[config.mk]
export PLATFORM = sky130hd
export DESIGN_NAME = std_pipe_share_arb
export DESIGN_NICKNAME = d
export VERILOG_FILES = /design/src/rtl/std_pipe_share_arb.sv
export SDC_FILE = /design/constraint.sdc
export NUM_CORES = 1
export LEC_CHECK = 0
export CAP_MARGIN = 5
export CELL_PAD_IN_SITES_DETAIL_PLACEMENT = 1
export CELL_PAD_IN_SITES_GLOBAL_PLACEMENT = 2
export CORE_ASPECT_RATIO = 1.2
export CORE_MARGIN = 1.5
export CORE_UTILIZATION = 21
export CTS_CLUSTER_SIZE = 14
export DETAILED_ROUTE_END_ITERATION = 16
export PLACE_DENSITY = 0.84
export SLEW_MARGIN = 10
export SYNTH_ARGS = -nofsm -noshare
export SYNTH_HDL_FRONTEND = slang
export SYNTH_SLANG_ARGS = --single-unit
[constraint.sdc]
create_clock -name clk -period 1.9 [get_ports clk]
set_input_delay 0.57 -clock clk [delete_from_list [all_inputs] [get_ports clk]]
set_output_delay 0.57 -clock clk [all_outputs]
set_load 0.01 [all_outputs]
[src/rtl/std_pipe_share_arb.sv]
// Round-robin arbiter that time-shares one multi-cycle go/done arithmetic unit
// among PORTS requesters, latching the winner's operands for the whole operation.
module std_pipe_share_arb #(
  parameter int unsigned WIDTH = 32,
  parameter int unsigned PORTS = 2
) (
  input  logic                   clk,
  input  logic                   reset,
  input  logic [PORTS-1:0]       req_go,
  input  logic [PORTS*WIDTH-1:0] req_left,
  input  logic [PORTS*WIDTH-1:0] req_right,
  output logic [WIDTH-1:0]       req_out,
  output logic [PORTS-1:0]       req_done,
  output logic                   unit_go,
  output logic [WIDTH-1:0]       unit_left,
  output logic [WIDTH-1:0]       unit_right,
  input  logic [WIDTH-1:0]       unit_out,
  input  logic                   unit_done
);

  localparam int unsigned PW = $clog2(PORTS);

  typedef enum logic [1:0] {IDLE, BUSY, DONE} state_t;

  state_t           state_q, state_d;
  logic [PW-1:0]    ptr_q, ptr_d;
  logic [PW-1:0]    grant_q, grant_d;
  logic             go_q, go_d;
  logic [WIDTH-1:0] left_q, left_d;
  logic [WIDTH-1:0] right_q, right_d;
  logic [WIDTH-1:0] out_q, out_d;
  logic [PORTS-1:0] done_q, done_d;

  logic [PW-1:0]    pick;
  logic [PW-1:0]    cand;
  logic             pick_vld;

  // First requester at or above ptr, wrapping past PORTS-1 back to 0.
  always_comb begin
    pick_vld = 1'b0;
    pick     = '0;
    cand     = '0;
    for (int unsigned k = 0; k < PORTS; k++) begin
      cand = PW'((32'(ptr_q) + k) % PORTS);
      if (!pick_vld && req_go[cand]) begin
        pick_vld = 1'b1;
        pick     = cand;
      end
    end
  end

  always_comb begin
    state_d = state_q;
    ptr_d   = ptr_q;
    grant_d = grant_q;
    go_d    = 1'b0;
    left_d  = left_q;
    right_d = right_q;
    out_d   = out_q;
    done_d  = '0;
    unique case (state_q)
      IDLE: begin
        if (pick_vld) begin
          state_d = BUSY;
          grant_d = pick;
          go_d    = 1'b1;
          left_d  = req_left[32'(pick)*WIDTH +: WIDTH];
          right_d = req_right[32'(pick)*WIDTH +: WIDTH];
        end
      end
      BUSY: begin
        if (unit_done) begin
          state_d         = DONE;
          out_d           = unit_out;
          done_d[grant_q] = 1'b1;
          ptr_d           = (grant_q == PW'(PORTS-1)) ? '0 : grant_q + 1'b1;
        end else begin
          go_d = 1'b1;
        end
      end
      // Dead cycle with go low lets the unit flush before the next grant.
      DONE:    state_d = IDLE;
      default: state_d = IDLE;
    endcase
  end

  always_ff @(posedge clk) begin
    if (reset) begin
      state_q <= IDLE;
      ptr_q   <= '0;
      grant_q <= '0;
      go_q    <= 1'b0;
      left_q  <= '0;
      right_q <= '0;
      out_q   <= '0;
      done_q  <= '0;
    end else begin
      state_q <= state_d;
      ptr_q   <= ptr_d;
      grant_q <= grant_d;
      go_q    <= go_d;
      left_q  <= left_d;
      right_q <= right_d;
      out_q   <= out_d;
      done_q  <= done_d;
    end
  end

  assign unit_go    = go_q;
  assign unit_left  = left_q;
  assign unit_right = right_q;
  assign req_out    = out_q;
  assign req_done   = done_q;

endmodule
==> results.md <==
- Number of nets in the layout: 945
- Number of buffers between clock root and the deepest sink: 2
- P per Cell Area: 745 nW/um^2
- Net count after synthesis: 708
- Floorplan die area: 23,800 sq um
- Clock-pin slew reported for the worst setup and hold paths after clock tree synthesis: 0.07 ns
- Clock Sinks: 103
- Final GP Congestion: 0.734
- Sw Pwr: 1.83 mW
- MaxCap Viol Count: 0
- Crit-path leading delay family: buffers and inverters
- Multi-input logic area: 2430 sq um
- Share of synthesized area occupied by flip-flops and latches: 42.9%
- DRC viols: 0
- Cell count after synthesis: 543
- Pins Over Slew Limit: 0
- Count of unique library cells instantiated by Yosys: 23
- Die Width: 141 um
- Critical path required time: 1.33 ns
- Buffering stage count on the worst path with inverters included: 1
- Share of power burned in the clock network: 28.7%
- Max transition margin: 70.4%
- Clock latency at the later pin of the worst-skew pair: 0.35 ns
- GR Overflow Total: 0
- HPWL after detailed placement: 14.0 mm
- Count of pins on the block boundary: 264
- Slew at the pin with the worst max-slew slack: 0.444 ns
- Largest net degree at the start of global routing: 67
- Top library cells by usage in the layout, fill and taps aside: sky130_fd_sc_hd__clkdlybuf4s50_1, sky130_fd_sc_hd__dfxtp_1, sky130_fd_sc_hd__a21oi_1
- Antenna violations before repair: 3
- Signal arrival time at the worst endpoint: 1.30 ns
- Count of nets left with antenna violations after detail routing: 0
- Routed length per instance: 18.4 um
- Crit path to: unit_right[17]
- Number of port buffers: 263
- Fraction of the core area covered by cells at the end of the flow: 36.4%
- Switching part of the total: 30.0%
- Pre-CTS WS: -0.254 ns
- Biggest cell delay along the critical path: 0.61 ns
- Min Tclk post-route: 1.87 ns
- Status: finished clean
- Capture instance of the worst register-to-register path: unit_right[2]
- FF-to-FF path depth: 4
- Initial Utilization: 21.4%
- Share of the clock period used by the worst path: 98.6%
- Worst IR drop on VDD: 0.420 mV
- Via total after detailed routing: 5,162
- Slack of the worst reg-to-reg path: 0.44 ns
- Crit Path Max Fanout: 2
- Fillers: 2,598
- Drt pass-1 iters: 4
- Unrepaired setup endpoints after global routing: false
- Setup TNS Final: 0 ns
- Post-Synthesis Cell Area: 4810 sq um
- Count of cell instances traversed by the critical path: 1
- P_int: 4.25 mW
- First-pass GRT wire length: 30.1 mm
- Critical path endpoint category: output port
- Area growth from synthesis to layout: 69.8%
- Clock tree root buffer cell: sky130_fd_sc_hd__clkbuf_16
- Cell Count Post-Placement: 1,048
- Leakage component of the power: 2.73 nW
- Ordered cell list for the critical path: clkdlybuf4s50_1
- Die Ht: 169 um
- Starting DRT DRC Count: 203
- Most frequent standard cell in the layout excluding fill and tap cells: sky130_fd_sc_hd__clkdlybuf4s50_1
- Proportion of power drawn by flip-flops and latches: 40.7%
- Clock tree skew after final layout: 0.00568 ns
- Post-route insts no fill: 1,065
- CP max stage cell: sky130_fd_sc_hd__clkdlybuf4s50_1
- Worst setup path startpoint: unit_right[17]
- Reg2reg start: ptr_q
- Number of failing hold endpoints at the final stage: 0
- Highest Clock Rate: 534 MHz
- Clock buffers created by TritonCTS: 9
- Post-synthesis register bit count: 103
- Global-route total usage across every layer: 16.2%
- Category of the critical setup timing path: reg2out
- Via density per instance: 4.85
- Min setup slack post-route: 0.0275 ns
- Combinational share of power: 30.7%
- Share of final-layout standard cells stronger than drive strength 1: 14.3%
- Seq. cell area: 2060 sq um
- Sort of element at the start of the critical path: flip-flop
- Via count of the first global-routing pass: 5,488
- Total of warnings raised by yosys: 0
- Floorplan row count: 60
- CORE AREA: 22,400 sq um
- Worst hold path type: reg2reg
- Final wirelength: 19.6 mm
- Average instance area after synthesis: 8.86 sq um
- CTS tree: built
- H-tree level count: 3
- Number of setup violations in the final report: 0
[power by group through the flow]
stage / clock network, mW / registers, mW / logic [mW]
after detailed placement: 0 / 2.52 / 1.88
after global routing: 1.90 / 2.50 / 2.00
after CTS: 1.81 / 2.48 / 1.89
after global placement: 0 / 2.52 / 1.86
after floorplan: 0 / 2.60 / 0.754
final: 1.74 / 2.47 / 1.87
[synth_stat cells]
library cell	instances	area [sq um]
sky130_fd_sc_hd__inv_1	1	3.75
sky130_fd_sc_hd__a21oi_1	99	495
sky130_fd_sc_hd__buf_2	6	30.0
sky130_fd_sc_hd__or2_1	1	6.26
sky130_fd_sc_hd__a311oi_1	4	35.0
sky130_fd_sc_hd__nand3_1	65	325
sky130_fd_sc_hd__buf_6	8	90.1
sky130_fd_sc_hd__nor3_1	1	5.00
sky130_fd_sc_hd__nand3b_1	1	7.51
sky130_fd_sc_hd__dfxtp_1	103	2060
sky130_fd_sc_hd__o21ai_0	64	320
sky130_fd_sc_hd__nor2b_1	1	6.26
sky130_fd_sc_hd__and2_1	2	12.5
sky130_fd_sc_hd__a311oi_2	60	901
sky130_fd_sc_hd__nand2b_1	2	12.5
sky130_fd_sc_hd__buf_4	3	22.5
sky130_fd_sc_hd__clkbuf_1	50	188
sky130_fd_sc_hd__nor2_1	3	11.3
sky130_fd_sc_hd__nand2_1	65	244
sky130_fd_sc_hd__nor2_2	1	6.26
sky130_fd_sc_hd__and3b_1	1	8.76
sky130_fd_sc_hd__a21bo_1	1	10.0
sky130_fd_sc_hd__nor3b_1	1	7.51
[worst register-to-register path, delay by kind of cell (launching register included)]
kind	cells	cell delay, ns
DFF	1	0.47
and+or+nand+nor	2	0.41
AOI/OAI and AO/OA	1	0.28
buffers and inverters	1	0.22
[state kept, by name (all words and copies together), names as in the netlist]
name	flops
req_out	32
ptr_q	1
state_q	2
unit_left	32
unit_go	1
unit_right	32
grant_q	1
req_done	2
[area by class of cell]
type | instances | area share, %
multi-input cells | 372 | 29.8
flip-flops and latches | 103 | 25.2
well taps | 279 | 4.27
clock buffers | 10 | 2.80
diodes | 2 | 0.0613
clock inverters | 5 | 0.429
inverters | 1 | 0.0459
repair buffers | 293 | 37.4
[cell families (layout without fill, tap and decap cells)]
logic type,after synthesis,in the layout,synth area share [%]
flip-flops,103,103,42.9
buffers and inverters,68,309,6.94
AO/OA/AOI/OAI,228,228,36.6
AND/OR/NAND/NOR,144,144,13.6
other,0,2,0
[layer usage]
metal / track usage (%) / vias up / part of all wire [%]
met2: 27.6 / 182 / 50
met5: 0 / - / 0.056
li1: - / 2470 / -
met4: 6.97 / 2 / 3.0
met1: 19.5 / 2474 / 42
met3: 3.76 / 34 / 5.3
[timing repair]
item | CTS | global route
setup buffers | 0 | 0
setup endpoints to repair | 0 | 1
hold buffers | 0 | 0
gates resized for setup | 0 | 1
[worst min-delay path by stage]
stage           startpoint           to  slack (ns)  depth (start not counted)
5_1_grt        req_out[13]  req_out[13]        0.48                          2
3_5_place_dp   req_out[16]  req_out[16]        0.45                          2
4_1_cts        req_out[16]  req_out[16]        0.46                          2
2_1_floorplan      grant_q  req_done[0]        0.42                          1
6_report       req_out[16]  req_out[16]        0.45                          2
3_3_place_gp    req_out[0]   req_out[0]        0.44                          2
[stage by stage]
stage | hold WS, ns | cell area [sq um] | total power, mW
global route | 0.476 | 8170 | 6.40
CTS | 0.458 | 8160 | 6.18
floorplan | 0.425 | 4810 | 3.35
detailed placement | 0.447 | 7900 | 4.41
finish | 0.453 | 8170 | 6.08
global placement | 0.441 | 7900 | 4.38
No activity file was read; power rests on OpenSTA's default activity.
